**src/rtl/bit_length_scan_pkg.sv**
```systemverilog
// Shared definitions for the multi-cycle bit-length/bit-statistics unit:
// result-mode and FSM state encodings plus an index-width helper.
package bit_length_scan_pkg;

  typedef enum logic [1:0] {
    MODE_LEN = 2'd0,
    MODE_LZC = 2'd1,
    MODE_TZC = 2'd2,
    MODE_POP = 2'd3
  } mode_e;

  typedef enum logic [1:0] {
    ST_IDLE = 2'd0,
    ST_SCAN = 2'd1,
    ST_DONE = 2'd2
  } state_e;

  // Index width for n positions, never below one bit so n=1 still yields a legal vector.
  function automatic int unsigned idx_w(input int unsigned n);
    return (n > 1) ? $clog2(n) : 1;
  endfunction

endpackage

```
**src/rtl/bit_length_scan_chunk_scan.sv**
```systemverilog
// Combinational per-chunk statistics: any-one flag, highest and lowest set
// bit index, and population count of a CHUNK-bit slice.
module chunk_scan
  import bit_length_scan_pkg::*;
#(
  parameter  int unsigned CHUNK  = 16,
  localparam int unsigned IDX_W  = idx_w(CHUNK),
  localparam int unsigned ONES_W = $clog2(CHUNK + 1)
) (
  input  logic [CHUNK-1:0]  chunk,
  output logic              has_one,
  output logic [IDX_W-1:0]  hi_idx,
  output logic [IDX_W-1:0]  lo_idx,
  output logic [ONES_W-1:0] ones
);

  always_comb begin
    has_one = |chunk;
    hi_idx  = '0;
    lo_idx  = '0;
    ones    = '0;
    for (int unsigned i = 0; i < CHUNK; i++) begin
      if (chunk[i]) begin
        hi_idx = IDX_W'(i);
        ones   = ones + ONES_W'(1);
      end
    end
    for (int unsigned i = CHUNK; i > 0; i--) begin
      if (chunk[i-1]) lo_idx = IDX_W'(i - 1);
    end
  end

endmodule

```
**src/rtl/bit_length_scan.sv**
```systemverilog
// Multi-cycle bit-length unit: scans a WIDTH-bit operand CHUNK bits per cycle and
// returns length, leading-zero count, trailing-zero count or popcount with md_end.
module bit_length_scan
  import bit_length_scan_pkg::*;
#(
  parameter  int unsigned WIDTH = 64,
  parameter  int unsigned CHUNK = 16,
  localparam int unsigned LEN_W = $clog2(WIDTH + 1)
) (
  input  logic             clk,
  input  logic             rst,
  input  logic             md_start,
  input  logic [1:0]       mode,
  input  logic [WIDTH-1:0] num_in,
  output logic [LEN_W-1:0] len_out,
  output logic             md_end,
  output logic             busy,
  output logic             zero_out
);

  localparam int unsigned NCHUNK = WIDTH / CHUNK;
  localparam int unsigned CNT_W  = idx_w(NCHUNK);
  localparam int unsigned IDX_W  = idx_w(CHUNK);
  localparam int unsigned ONES_W = $clog2(CHUNK + 1);

  state_e             r_state, w_state_nxt;
  mode_e              r_mode;
  logic [WIDTH-1:0]   r_num;
  logic [CNT_W-1:0]   r_cnt;
  logic [LEN_W-1:0]   r_acc, w_acc_nxt;
  logic               r_found, w_found_nxt;
  logic               r_any;
  logic [LEN_W-1:0]   r_len;
  logic               r_md_end, r_busy, r_zero;

  logic               w_accept, w_last, w_top_down;
  logic [CNT_W-1:0]   w_k;
  logic [CHUNK-1:0]   w_chunk;
  logic               w_has_one;
  logic [IDX_W-1:0]   w_hi, w_lo;
  logic [ONES_W-1:0]  w_ones;
  logic [LEN_W-1:0]   w_base;

  assign len_out  = r_len;
  assign md_end   = r_md_end;
  assign busy     = r_busy;
  assign zero_out = r_zero;

  assign w_top_down = (r_mode == MODE_LEN) || (r_mode == MODE_LZC);
  assign w_k        = w_top_down ? (CNT_W'(NCHUNK - 1) - r_cnt) : r_cnt;
  assign w_chunk    = r_num[w_k*CHUNK +: CHUNK];
  assign w_base     = LEN_W'(w_k) * LEN_W'(CHUNK);
  assign w_last     = (r_cnt == CNT_W'(NCHUNK - 1));

  chunk_scan #(.CHUNK(CHUNK)) u_chunk_scan (
    .chunk   (w_chunk),
    .has_one (w_has_one),
    .hi_idx  (w_hi),
    .lo_idx  (w_lo),
    .ones    (w_ones)
  );

  // Results are registered out of DONE, so md_end lands in the first IDLE cycle;
  // accepts are held off during that cycle to keep the next accept one cycle later.
  always_comb begin
    w_state_nxt = r_state;
    w_accept    = 1'b0;
    case (r_state)
      ST_IDLE: if (md_start && !r_md_end) begin
        w_accept    = 1'b1;
        w_state_nxt = ST_SCAN;
      end
      ST_SCAN: if (w_last) w_state_nxt = ST_DONE;
      ST_DONE: w_state_nxt = ST_IDLE;
      default: w_state_nxt = ST_IDLE;
    endcase
  end

  always_comb begin
    w_acc_nxt   = r_acc;
    w_found_nxt = r_found;
    case (r_mode)
      MODE_LEN: if (!r_found && w_has_one) begin
        w_acc_nxt   = w_base + LEN_W'(w_hi) + LEN_W'(1);
        w_found_nxt = 1'b1;
      end
      MODE_LZC: if (!r_found) begin
        if (w_has_one) begin
          w_acc_nxt   = r_acc + LEN_W'(CHUNK - 1) - LEN_W'(w_hi);
          w_found_nxt = 1'b1;
        end else begin
          w_acc_nxt = r_acc + LEN_W'(CHUNK);
        end
      end
      MODE_TZC: if (!r_found) begin
        if (w_has_one) begin
          w_acc_nxt   = r_acc + LEN_W'(w_lo);
          w_found_nxt = 1'b1;
        end else begin
          w_acc_nxt = r_acc + LEN_W'(CHUNK);
        end
      end
      MODE_POP: w_acc_nxt = r_acc + LEN_W'(w_ones);
      default: ;
    endcase
  end

  always_ff @(posedge clk) begin
    if (rst) r_state <= ST_IDLE;
    else     r_state <= w_state_nxt;
  end

  always_ff @(posedge clk) begin
    if (rst) begin
      r_mode   <= MODE_LEN;
      r_num    <= '0;
      r_cnt    <= '0;
      r_acc    <= '0;
      r_found  <= 1'b0;
      r_any    <= 1'b0;
      r_len    <= '0;
      r_md_end <= 1'b0;
      r_busy   <= 1'b0;
      r_zero   <= 1'b0;
    end else begin
      r_md_end <= 1'b0;
      if (r_md_end) r_busy <= 1'b0;
      if (w_accept) begin
        r_num   <= num_in;
        r_mode  <= mode_e'(mode);
        r_cnt   <= '0;
        r_acc   <= '0;
        r_found <= 1'b0;
        r_any   <= 1'b0;
        r_busy  <= 1'b1;
      end
      if (r_state == ST_SCAN) begin
        r_cnt   <= r_cnt + CNT_W'(1);
        r_acc   <= w_acc_nxt;
        r_found <= w_found_nxt;
        r_any   <= r_any | w_has_one;
      end
      if (r_state == ST_DONE) begin
        r_len    <= r_acc;
        r_zero   <= ~r_any;
        r_md_end <= 1'b1;
      end
    end
  end

endmodule

```
**config.mk**
```make
export PLATFORM = sky130hd
export DESIGN_NAME = bit_length_scan
export DESIGN_NICKNAME = d
export VERILOG_FILES = /design/src/rtl/bit_length_scan_pkg.sv /design/src/rtl/bit_length_scan_chunk_scan.sv /design/src/rtl/bit_length_scan.sv
export SDC_FILE = /design/constraint.sdc
export NUM_CORES = 1
export LEC_CHECK = 0
export ABC_AREA = 1
export BUFFER_PORTS_ARGS = -buffer_cell sky130_fd_sc_hd__buf_2
export CAP_MARGIN = 0
export CORE_MARGIN = 5
export CORE_UTILIZATION = 35
export CTS_CLUSTER_DIAMETER = 150
export CTS_CLUSTER_SIZE = 14
export DETAILED_ROUTE_END_ITERATION = 7
export PLACE_DENSITY_LB_ADDON = 0.05
export SYNTH_ARGS = -nofsm -noshare
export SYNTH_HDL_FRONTEND = slang
export SYNTH_SLANG_ARGS = --single-unit
```
**constraint.sdc**
```tcl
create_clock -name clk -period 10.9 [get_ports clk]
set_input_delay 2.18 -clock clk [delete_from_list [all_inputs] [get_ports clk]]
set_output_delay 2.18 -clock clk [all_outputs]
set_load 0.005 [all_outputs]
```
# --- Word-level counts from Yosys, hierarchy flattened ---
# Index checks and enable logic that the tools add are counted.
classes:
  add_sub_neg: 24
  mul: 0
  div: 0
  magnitude_cmp: 0
  n_eq_ne: 12
  shift: 1
  n_mux: 73
  bitwise: 2
  n_reduce_logical: 14
op_table:
  columns: ["operator", "n"]
  rows:
  - ["$mux W4", 24]
  - ["$mux W5", 15]
  - ["$add A5 B1 Y5 const B", 14]
  - ["$shiftx A64 B7 Y16", 1]
  - ["$mux W7", 7]
  - ["$pmux W7 S4", 1]
  - ["$reduce_or A16 Y1", 1]
  - ["$mux W2", 7]
  - ["$mux W1", 13]
  - ["$mux W3", 4]
  - ["$ne A3 B3 Y1 const B", 4]
  - ["$eq A2 B2 Y1 const B", 4]
  - ["$add A6 B4 Y7", 1]
  - ["$add A7 B1 Y7 const B", 1]
  - ["$add A7 B4 Y7", 1]
  - ["$add A7 B4 Y7 const B", 1]
  - ["$add A7 B5 Y7", 1]
  - ["$add A7 B5 Y7 const B", 1]
  - ["$sub A7 B4 Y7", 1]
  - ["$eq A2 B1 Y1 const B", 2]
  - ["$logic_not A2 Y1", 2]
  - ["$ne A2 B2 Y1 const B", 2]
  - ["$pmux W2 S2", 1]
  - ["$reduce_and A4 Y1", 1]
  - ["other kinds (13)", 16]
word_totals:
  ff_bits: 89
  latch_bits: 0
  ramBits: 0
  romBits: 0
  inputBits: 69
  output_inout_bits: 10
  word_cells: 137
  memories: 0

# --- Depth between registers and ports, before layout ---
depth:
  depth_word: 38
  ltp_mapped: 73
  ltp_nobuf: 72

# --- By module ---
# Synthesis repeated with hierarchy kept, for this count alone.
hier_totals:
  cells_unflattened: 1152
  area_unflattened_um2: 7358.3
by_module_without_submodules:
  columns: ["module", "instances", "cells_per_inst", "area_per_inst_um2", "seq_area_each_um2"]
  rows:
  - ["bit_length_scan", 1, 697, 4913.5, 1781.7]
  - ["chunk_scan", 1, 455, 2444.8, 0.0]

# --- Least setup slack after synthesis ---
# OpenSTA, ideal clock, no wires.
synth_timing:
  kind: "register -> register"
  start: "reg r_mode[1]"
  end: "reg r_acc[5]"
  setup_ns: 0.070
  arrival_ns: 8.856
  required_time_ns: 10.830
  slack_ns: 1.973
  stages_incl_launch_ff: 70
  path_buffers: 1
  synth_period_minus_slack_ns: 8.927
  path_cell_list: "dfxtp_1 inv_1 ha_1 nor2_2 nand2_1 nand2_2 inv_2 buf_6 nand3_1 nand2_2 ha_1 nand3_2 nand2_2 nand2_1 inv_1 nand2_1 nand3_2 ha_1 [34 not listed] nand2_1 o21ai_1 ha_1 nand2_1 a21boi_0 inv_1 ha_1 a21oi_1 nor2_1 nor2_1 nor2_1 o21ai_0 nand2_1 a21oi_1 o21ai_0 nand4_1 nand3_1 a21oi_1"
synth_between:
  elab_chain_cells: 38
  word_cells_on_any_way: 87
  classes_between: "20 x add/sub; 6 x eq/ne; 1 x shift; 55 x mux; 5 x reduce/logical"
synth_rtl:
  columns: ["element", "line_no", "source"]
  rows:
  - ["start: declaration", "bit_length_scan.sv:27", "mode_e r_mode;"]
  - ["start signal: assignment", "bit_length_scan.sv:130", "r_mode <= mode_e'(mode);"]
  - ["$eq A2 B1 Y1 / $logic_not A2 Y1 (equally long branches)", "bit_length_scan.sv:49, bit_length_scan.sv:82", null]
  - ["$logic_or A1 B1 Y1", "bit_length_scan.sv:49", "assign w_top_down = (r_mode == MODE_LEN) || (r_mode == MODE_LZC);"]
  - ["$mux W2", "bit_length_scan.sv:50", "assign w_k = w_top_down ? (CNT_W'(NCHUNK - 1) - r_cnt) : r_cnt;"]
  - ["$shiftx A64 B7 Y16", "bit_length_scan.sv:51", "assign w_chunk = r_num[w_k*CHUNK +: CHUNK];"]
  - ["$mux W1", "bit_length_scan_chunk_scan.sv:23", "if (chunk[i]) begin"]
  - ["$add A1 B1 Y2", "bit_length_scan_chunk_scan.sv:25", "ones = ones + ONES_W'(1);"]
  - ["$mux W5", "bit_length_scan_chunk_scan.sv:23", null]
  - ["$add A5 B1 Y5", "bit_length_scan_chunk_scan.sv:25", null]
  - ["[22 not listed]", null, null]
  - ["$mux W5", "bit_length_scan_chunk_scan.sv:23", null]
  - ["$add A5 B1 Y5", "bit_length_scan_chunk_scan.sv:25", null]
  - ["$mux W5", "bit_length_scan_chunk_scan.sv:23", null]
  - ["$add A5 B1 Y5", "bit_length_scan_chunk_scan.sv:25", null]
  - ["$mux W5", "bit_length_scan_chunk_scan.sv:23", null]
  - ["$add A7 B5 Y7", "bit_length_scan.sv:103", "MODE_POP: w_acc_nxt = r_acc + LEN_W'(w_ones);"]
  - ["$pmux W7 S4", "bit_length_scan.sv:82", "case (r_mode)"]
  - ["$mux W7", "bit_length_scan.sv:137", "if (r_state == ST_SCAN) begin"]
  - ["end signal: assignment", "bit_length_scan.sv:139", "r_acc <= w_acc_nxt;"]
  - ["end: declaration", "bit_length_scan.sv:30", "logic [LEN_W-1:0] r_acc, w_acc_nxt;"]
# Several ways; a longest one is shown, not always the timed one. The select of a mux whose other input is x is not followed.
# A chain may end at the register's enable or synchronous reset.

# --- Final worst setup path ---
layout_timing:
  start: "reg r_mode[0]"
  end: "reg r_acc[5]"
# The elaborated chain is that of the path after synthesis.

==> flow_summary.json <==
{
  "worst-endpoint-arrival_ns": 9.96,
  "synth_edf_count": 0,
  "hpwl_um": 15800,
  "synth-xor-area-share_pct": 0.244,
  "ys.flop_type": "dfxtp_1",
  "cp_max_fo": 33,
  "syn2layout_area_growth_pct": 12.5,
  "drv_slew": 0,
  "layout-drive-gt1-share_pct": 14.5,
  "ys_ff_latch": 89,
  "r2r_start": "r_mode[0]$_SDFFE_PP0P_",
  "ir_drop_v": 0.0000642,
  "clk_latency_ns": 0.34,
  "vias": 7297,
  "numCtsBuffers": 9,
  "root_buffer": "clkbuf_16",
  "path_class": "flip-flop to flip-flop",
  "critPathMostFrequentCell": "nand2_1",
  "worst-r2r-cell-count": 65,
  "gp_congestion": 0.877,
  "stdcell_count": 1532,
  "cp_slowest_cell": "nand2_2",
  "hold_viol": 0,
  "finalSetupViolCount": 0,
  "setup_tns_ns": 0,
  "hold_class": "flip-flop to flip-flop",
  "ys.warnings.count": 0,
  "rrSetupSlack_ns": 1.21,
  "clkTransAtPathRegs_ns": 0.07,
  "drv_cap": 0,
  "async_flop_share_pct": 0,
  "crit_path_start_kind": "flip-flop",
  "post_drt_wl_per_cell_um": 13.1,
  "yosysMostFrequentCell": "nand2_1",
  "avgSynthCellArea_um2": 5.99,
  "outcome": "finished clean",
  "synth_top_area_cell": "dfxtp_1",
  "whs_path_depth": 1,
  "synth-compound-area-share_pct": 13.4,
  "cp.required_ns": 11.18,
  "worst_slew_pin_slew_ns": 1.01,
  "r2r-end": "r_acc[5]$_SDFFE_PP0P_",
  "routed_via_density": 4.76,
  "cts_tree": "done",
  "synth_nets": 1310,
  "startpoint": "r_mode[0]$_SDFFE_PP0P_",
  "rows": 52,
  "grt_pass1_vias": 7073,
  "yosys.area_share.simple_pct": 43.5,
  "start_util_pct": 35.5,
  "numPortBuffers": 78,
  "die_h_um": 153,
  "rsz0062_at_grt": "no",
  "die-width_um": 153,
  "dr.first_iter.drc_count": 302,
  "synth_cell_types": 41,
  "layout.nets": 1367,
  "synth_area_leaders": "dfxtp_1 (25%), nand2_1 (16%), nor2_1 (9.4%), nand3_1 (8.8%), inv_1 (7.6%)",
  "post-route-drc-count": 0,
  "relSlewSlack_pct": 32.6,
  "leakagePower_nw": 4.15,
  "p_total_mw": 1.80,
  "cts_max_level": 3,
  "n_antenna_cell": 0,
  "grt_pass1_wl_um": 33900,
  "ys_seq_area_share_pct": 24.8,
  "antenna_left": 0,
  "synth_top_family_by_area": "simple AND/OR/NAND/NOR gates",
  "period_minus_slack_ns": 9.69,
  "cp-end-kind": "flip-flop",
  "cts.path.max_buffers": 2,
  "antenna_found_initial": 0,
  "synth_cells": 1200,
  "grt_use_total_pct": 17.1,
  "power_density_mw_per_mm2": 223,
  "post-synth-top-area-fraction_pct": 24.8,
  "grt_max_degree": 79,
  "synthMuxAreaShare_pct": 0,
  "synthesis.area_mm2": 0.00718,
  "endpoint": "r_acc[5]$_SDFFE_PP0P_",
  "boundaryPins": 79,
  "place_inst": 1516,
  "drt_pass1_iterations": 5,
  "finalClockSkew_ns": 0.0117,
  "coreArea_mm2": 0.0202,
  "hold_buffers": 0,
  "wl_um": 20100,
  "clock_sinks": 89,
  "synth_commonest_cells": "nand2_1 (299), nor2_1 (179), inv_1 (146)",
  "synth_fa_ha_area_share_pct": 7.45,
  "critPathMaxStageDelay_ns": 0.54,
  "timing.final.crit_share_pct": 88.9,
  "finalHoldWorstSlack_ns": 0.442,
  "dieArea_mm2": 0.0235,
  "timing.fmax_mhz": 103,
  "grt-ovfl-total": 0
}
-- logic make-up after synthesis --
family,after synthesis
simple gates,694
xor+xnor,2
compound gates,181
fa+ha+maj,41
buf+inv,193
flops,89
-- how the worst min path moves through the flow --
| stage | slack, ns | startpoint | endpoint |
|---|---|---|---|
| after floorplan | 0.41 | r_any$_SDFFE_PP0P_ | zero_out$_SDFFE_PP0P_ |
| after global placement | 0.43 | r_any$_SDFFE_PP0P_ | zero_out$_SDFFE_PP0P_ |
| after detailed placement | 0.44 | r_any$_SDFFE_PP0P_ | zero_out$_SDFFE_PP0P_ |
| after CTS | 0.45 | r_any$_SDFFE_PP0P_ | zero_out$_SDFFE_PP0P_ |
| after global routing | 0.48 | r_any$_SDFFE_PP0P_ | zero_out$_SDFFE_PP0P_ |
| final | 0.44 | r_any$_SDFFE_PP0P_ | zero_out$_SDFFE_PP0P_ |
-- stage by stage --
step / util [%] / instance area, um2 / setup WS, ns
after floorplan: - / 7180 / 1.97
after global placement: 38.4 / 7760 / 1.17
after detailed placement: 38.4 / 7760 / 0.989
after CTS: 39.9 / 8070 / 0.968
after global routing: 39.9 / 8080 / 0.0352
final: 39.9 / 8080 / 1.21
-- cell type report --
| class | instances | area [um2] |
|---|---|---|
| fill | 2279 | 12200 |
| multi-input combinational | 918 | 4650 |
| sequential | 89 | 1780 |
| inverter | 158 | 596 |
| timing repair buffer | 81 | 413 |
| tap | 270 | 338 |
| clock buffer | 10 | 229 |
| clock inverter | 6 | 75.1 |
-- power breakdown --
part	total [mW]	switching (mW)	internal, mW
Clock	0.315	0.134	0.181
Combinational	1.11	0.741	0.372
Sequential	0.371	0.0201	0.351
-- worst max-delay path, delay by kind of cell, from the launching register on --
| kind | cells | cell delay [ns] |
|---|---|---|
| buffers and inverters | 7 | 0.52 |
| DFF | 1 | 0.36 |
| AOI/OAI and AO/OA | 8 | 1.20 |
| and+or+nand+nor | 41 | 5.00 |
| adders and majority gates | 9 | 2.53 |
-- placed cells by master (no fill, tap or decap), types with 2 or more instances in the layout --
master | netlist | routed
o2111ai_1 | 2 | 2
nand3b_1 | 4 | 4
nand2_1 | 299 | 299
a21oi_1 | 57 | 57
or2_2 | 7 | 7
o21ai_1 | 2 | 2
a211oi_1 | 2 | 2
inv_1 | 146 | 145
dfxtp_1 | 89 | 89
nand4_1 | 8 | 8
xor2_1 | 2 | 2
nor3_1 | 3 | 3
buf_4 | 2 | 3
nor2_1 | 179 | 179
buf_2 | 4 | 78
o31ai_1 | 2 | 2
o21ai_0 | 103 | 103
clkbuf_16 | 0 | 9
nand3_1 | 126 | 126
o211ai_1 | 2 | 2
a31oi_1 | 2 | 2
ha_1 | 38 | 37
nand3_2 | 18 | 18
clkinv_4 | 0 | 2
fa_1 | 3 | 3
o311ai_0 | 2 | 2
clkinv_1 | 2 | 2
nand2_2 | 35 | 35
inv_2 | 10 | 10
nand2_4 | 10 | 9
o221ai_1 | 2 | 2
nor2_2 | 2 | 2
-- repair_timing --
action,CTS,global route
setup buffers,0,0
gates resized for setup,0,5
setup endpoints to repair,0,1
-- state kept, by name, indices dropped and copies added (netlist names) --
signal,cells
r_num,64
len_out,7
r_acc,7
r_cnt,2
r_mode,2
r_state,2
busy,1
md_end,1
r_any,1
r_found,1
zero_out,1
-- routing by layer --
layer,track usage (%),up-vias,wire length (um)
met5,0,-,0
met4,3.78,0,263
met3,2.04,18,587
met2,27.4,110,8750
met1,24.6,3211,10500
li1,-,3958,-
Note: power is estimated with default switching activity, not from simulation.
